File: config.mk
export PLATFORM = sky130hd
export DESIGN_NAME = fetch_stage
export DESIGN_NICKNAME = d
export VERILOG_FILES = /design/src/rtl/fetch_stage.sv
export SDC_FILE = /design/constraint.sdc
export NUM_CORES = 1
export LEC_CHECK = 0
export CAP_MARGIN = 20
export CORE_ASPECT_RATIO = 1.75
export CORE_MARGIN = 1
export CORE_UTILIZATION = 40
export DETAILED_ROUTE_END_ITERATION = 10
export PLACE_DENSITY = 0.76
export SYNTH_ARGS = -nofsm -noshare
export SYNTH_HDL_FRONTEND = slang
export SYNTH_SLANG_ARGS = --single-unit
export TNS_END_PERCENT = 1
File: constraint.sdc
create_clock -name clk -period 1.68 [get_ports clk]
set_input_delay 0.336 -clock clk [delete_from_list [all_inputs] [get_ports clk]]
set_output_delay 0.336 -clock clk [all_outputs]
set_load 0.005 [all_outputs]
File: src/rtl/fetch_stage.sv
// Instruction-fetch front end: PC, imem address and IF/ID register.
// Handles boot bubble, decode stalls, redirect flushes, bubble count.
module fetch_stage #(
    parameter int unsigned      ISIZE    = 16,
    parameter logic [ISIZE-1:0] RESET_PC = '0,
    parameter logic [ISIZE-1:0] NOP_INST = '0
) (
    input  logic             clk,
    input  logic             rst,
    input  logic             stall,
    input  logic             redirect,
    input  logic [ISIZE-1:0] redirect_pc,
    output logic [ISIZE-1:0] imem_addr,
    input  logic [ISIZE-1:0] imem_data,
    output logic [ISIZE-1:0] pc_out,
    output logic [ISIZE-1:0] inst_out,
    output logic [ISIZE-1:0] npc_out,
    output logic             valid_out,
    output logic             stalled,
    output logic [15:0]      bubbles
);

    typedef enum logic [1:0] {
        BOOT  = 2'd0,
        RUN   = 2'd1,
        STALL = 2'd2
    } state_t;

    localparam logic [ISIZE-1:0] ONE = {{(ISIZE-1){1'b0}}, 1'b1};

    state_t           state;
    logic [ISIZE-1:0] pc;
    logic [ISIZE-1:0] pc_inc;
    logic [15:0]      bub_inc;

    assign pc_inc    = pc + ONE;
    assign bub_inc   = (bubbles == 16'hFFFF) ? bubbles : bubbles + 16'd1;
    assign imem_addr = pc;
    assign pc_out    = pc;

    // Fetch FSM: boot bubble, then redirect > stall > advance each cycle.
    always_ff @(posedge clk or negedge rst) begin
        if (!rst) begin
            state     <= BOOT;
            pc        <= RESET_PC;
            inst_out  <= NOP_INST;
            npc_out   <= '0;
            valid_out <= 1'b0;
            stalled   <= 1'b0;
            bubbles   <= '0;
        end else begin
            unique case (state)
                BOOT: begin
                    bubbles <= bub_inc;
                    state   <= RUN;
                    stalled <= 1'b0;
                end
                default: begin
                    if (redirect) begin
                        pc        <= redirect_pc;
                        inst_out  <= NOP_INST;
                        npc_out   <= '0;
                        valid_out <= 1'b0;
                        bubbles   <= bub_inc;
                        state     <= RUN;
                        stalled   <= 1'b0;
                    end else if (stall) begin
                        state   <= STALL;
                        stalled <= 1'b1;
                    end else begin
                        pc        <= pc_inc;
                        inst_out  <= imem_data;
                        npc_out   <= pc_inc;
                        valid_out <= 1'b1;
                        state     <= RUN;
                        stalled   <= 1'b0;
                    end
                end
            endcase
        end
    end

endmodule

# Word-level counts from Yosys, hierarchy flattened
# Index checks and enable logic that the tools add are counted.
[word_totals] reg_bits=68 inputBits=36 wordCells=31
[classes] n_addsub=2 n_eq_ne=2 mux=16 n_bitwise=1 reduce_logical=3
[ops] operator="16-bit 2-to-1 mux" n=8
[ops] operator="16-bit by 1-bit adder with 16-bit output, second input constant" n=2
[ops] operator="16-bit equality test, second input constant" n=1
[ops] operator="2-bit 2-to-1 mux" n=3
[ops] operator="1-bit 2-to-1 mux" n=5
[ops] operator="2-bit zero test" n=1
[ops] operator="2-bit by 1-bit inequality test with 1-bit output, second input constant" n=1
[ops] operator="2-bit AND reduction" n=1
[ops] operator="2-bit nonzero test" n=1
[ops] operator="1-bit inverter" n=1

# Longest topological paths before layout
[depth] ltp_word=4 depth_mapped=7

# Worst setup path before layout
# Ideal clock, no wire load.
[synth_path] path_type="reg2reg" start="register bubbles[0]" end="register bubbles[15]" arrival_ns=1.768 setup_slack_ns=-0.168 path_stages_with_launch=8 n_path_buf=1 cell_sequence="dfrtp_1 -> ha_1 -> nand4_1 -> nor4_1 -> or4_1 -> buf_4 -> nor4_4 -> xor2_1"
[synth_between] elab_chain_len=4
[synth_lines] item="from (decl)" line="20" rtl="output logic [15:0] bubbles"
[synth_lines] item="from (signal assigned)" line="54" rtl="bubbles <= bub_inc;"
[synth_lines] item="from (signal assigned)" line="64" rtl="bubbles <= bub_inc;"
[synth_lines] item="16-bit by 1-bit adder with 16-bit output / 16-bit equality test (equally long branches)" line="37" rtl="assign bub_inc = (bubbles == 16'hFFFF) ? bubbles : bubbles + 16'd1;"
[synth_lines] item="16-bit 2-to-1 mux *" line="37"
[synth_lines] item="16-bit 2-to-1 mux" line="59" rtl="if (redirect) begin"
[synth_lines] item="16-bit 2-to-1 mux *" line="52" rtl="unique case (state)"
# Every way passes the cells marked *; elsewhere a longest branch is shown, timed or not. The select of a mux whose other input is x is not followed.
# A chain may end at the register's enable or synchronous reset.

# Worst setup path after layout
[layout_path] start="register bubbles[0]" end="register bubbles[11]"
# Same word-level chain as after synthesis.

==> impl_metrics.py <==
metrics = {
    "routing": {
        "wl_um": 9110,
        "via_per_inst": 5.40,
        "first_pass_iters": 4,
        "drt-initial-drc-count": 211,
        "num_vias": 2855,
        "drc": 0,
        "ant_nets": 0,
        "drt-wirelength-per-cell_um": 17.2,
    },
    "placed_design": {
        "place_inst": 514,
        "dp_hpwl_um": 6450,
        "routabilityCongestion": 0.878,
        "place.port_buffers": 117,
    },
    "grt": {
        "grt_max_degree": 68,
        "grt_first_pass_wirelength_um": 14400,
        "grt_pass1_vias": 2962,
        "grt_use_total_pct": 24.1,
        "overflow": 0,
        "antenna_found_initial": 0,
    },
    "die": {
        "start_util_pct": 41.3,
        "dieArea_um2": 8180,
        "io_pins": 118,
        "num_rows": 42,
        "die_w_um": 68.8,
        "coreArea_um2": 7570,
        "fp.dieH_um": 119,
    },
    "critical_path": {
        "critPathKind": "reg -> reg",
        "critical_path.max_stage_delay_ns": 0.61,
        "path_delay_family": "simple AND/OR/NAND/NOR gates",
        "crit_fanout": 6,
        "crit_path_top_delay_cell": "or4_4",
        "required_ns": 1.93,
        "start_kind": "register",
        "critPathCaptureType": "register",
        "crit_chain": "ha_2 > nand4_1 > nor4_4 > or4_4 > nor3_1 > xnor2_1",
        "cp.arrival_ns": 2.14,
        "path_buf_inv": 0,
    },
    "timing": {
        "setup_tns_ns": -1.11,
        "relSlewSlack_pct": 74.9,
        "drv_slew": 0,
        "setup_violations": 10,
        "finalWorstSetupSlack_ns": -0.211,
        "hold_viol_final": 0,
        "post-route-min-period_ns": 1.89,
        "tightest_slew_ns": 0.373,
        "grt_setup_unrepaired": "yes",
        "fmax_mhz": 529,
        "period_share_pct": 113,
        "fin_skew_ns": 0.00613,
    },
    "final_layout": {
        "n_antenna_cell": 0,
        "fin_nets": 475,
        "drive_gt1_share_pct": 20.6,
        "synthToLayoutAreaGrowth_pct": 62.2,
        "final_common_cell": "clkdlybuf4s50_1",
        "fillCellCount": 580,
        "mostFrequentLayoutCells": "clkdlybuf4s50_1, dfrtp_1, buf_4",
        "fin_cells": 529,
    },
    "synthesis": {
        "syn_avg_cell_area_um2": 10.7,
        "yosysSeqAreaShare_pct": 53.7,
        "yosys_warnings": 0,
        "syn_nets": 329,
        "netlist_area_um2": 3120,
        "syn_inst": 291,
        "synth_cell_type_count": 35,
        "ys_ff_latch": 67,
    },
    "pwr": {
        "power_mw": 5.64,
        "ir_drop_v": 0.000806,
        "pwr_density_cell_nw_per_um2": 1110,
        "cellLeakagePower_nw": 2.36,
    },
    "clocking": {
        "cts_tree": "done",
        "clk_pin_slew_ns": 0.05,
        "cts_hold_buf": 0,
        "clock_sinks": 67,
        "htreeDepth": 3,
        "numCtsBuffers": 9,
        "clock_path_buffers": 2,
        "root_buffer": "clkbuf_16",
        "clk_latency_ns": 0.33,
    },
    "run_status": {
        "violations": "setup timing",
        "status": "complete, but fails checks",
    },
    "worst_hold_path": {
        "hp-class": "in -> async",
    },
    "flow_run": {
        "drv_cap": 0,
    },
}
routing by layer:
layer,vias up,track usage (%),wire length (µm)
met5,-,0,0
met2,104,41.7,5050
li1,1326,-,-
met3,12,8.14,595
met1,1413,26.3,3330
met4,0,8.42,130
timing repair:
action                                 CTS  global route
setup endpoints to repair               30            64
endpoints found under the hold margin    0             0
resized for setup                       24            37
buffers inserted                         1             0
pin swaps                                3            10
gates cloned                             0             0
registers in the layout, summed over array words and instances (netlist names):
name,cells
inst_out,16
stalled,1
imem_addr,16
valid_out,1
npc_out,16
state,1
bubbles,16
Yosys cell counts (all sizes together):
master / n / area share [%]
nor4b: 1 / 0.28
o21ba: 1 / 0.52
a22o: 16 / 4.5
and4: 2 / 0.56
xor2: 15 / 4.2
dfrtp: 67 / 54
nor4: 5 / 1.5
mux2: 2 / 0.72
nand2: 28 / 3.4
nor2b: 1 / 0.20
a21o: 7 / 1.7
a22oi: 1 / 0.24
clkbuf: 15 / 1.8
ha: 2 / 0.80
o21ai: 12 / 1.9
o22ai: 1 / 0.20
a32oi: 1 / 0.28
xnor2: 12 / 3.4
o311ai: 2 / 0.56
buf: 19 / 4.4
nand4: 10 / 2.2
or4: 1 / 0.24
inv: 5 / 0.60
o31ai: 4 / 0.96
nor2: 20 / 2.4
a221o: 11 / 3.5
a21oi: 7 / 1.1
nor3b: 1 / 0.24
nor3: 7 / 1.1
a41oi: 1 / 0.28
or3: 6 / 1.2
nand3: 8 / 1.3
through the flow:
stage                     util (%)  worst slack (ns)  hold WS, ns  area (µm²)
after floorplan                  -            -0.114       0.0404        3140
after global placement        61.3            -0.449        0.379        4640
after detailed placement      61.3            -0.444        0.383        4640
after CTS                     65.5            -0.135       0.0317        4950
after global routing          66.9            -0.265       0.0506        5070
final                         66.9            -0.211       0.0102        5070
layout make-up:
| cell class | instances | area (µm²) | area share [%] |
|---|---|---|---|
| flip-flops and latches | 67 | 1680 | 33.2 |
| repair buffers | 169 | 1650 | 32.5 |
| multi-input cells | 185 | 1330 | 26.2 |
| clock buffers | 13 | 270 | 5.33 |
| well taps | 88 | 110 | 2.17 |
| inverters | 5 | 18.8 | 0.370 |
| clock inverters | 2 | 10.0 | 0.198 |
worst paths after layout:
check / startpoint / to / slack (ns) / cells past startpoint
setup / recovery: bubbles[0] / bubbles[11] / -0.21 / 6
hold / removal: rst / inst_out[3] / 0.01 / 2
setup reg to reg: bubbles[0] / bubbles[11] / -0.21 / 6
hold reg to reg: npc_out[9] / npc_out[9] / 0.47 / 1
max in group asynchronous: rst / imem_addr[11] / 1.36 / 2
min in group clk: npc_out[9] / npc_out[9] / 0.47 / 1
report_power, final:
| part | total [mW] | switching [mW] | internal [mW] |
|---|---|---|---|
| registers | 2.09 | 0.210 | 1.88 |
| logic | 1.80 | 0.726 | 1.07 |
| clock network | 1.76 | 0.650 | 1.11 |
| total | 5.64 | 1.59 | 4.06 |
cells by family after synthesis:
kind of cell             after synthesis  synth area share (%)
AO/OA/AOI/OAI                         64                  15.8
XOR/XNOR                              27                  7.57
buffers and inverters                 39                  6.85
adder cells (fa/ha/maj)                2                 0.801
flip-flops                            67                  53.7
AND/OR/NAND/NOR                       90                  14.6
multiplexers                           2                 0.721
(Power assumes the default switching activity.)
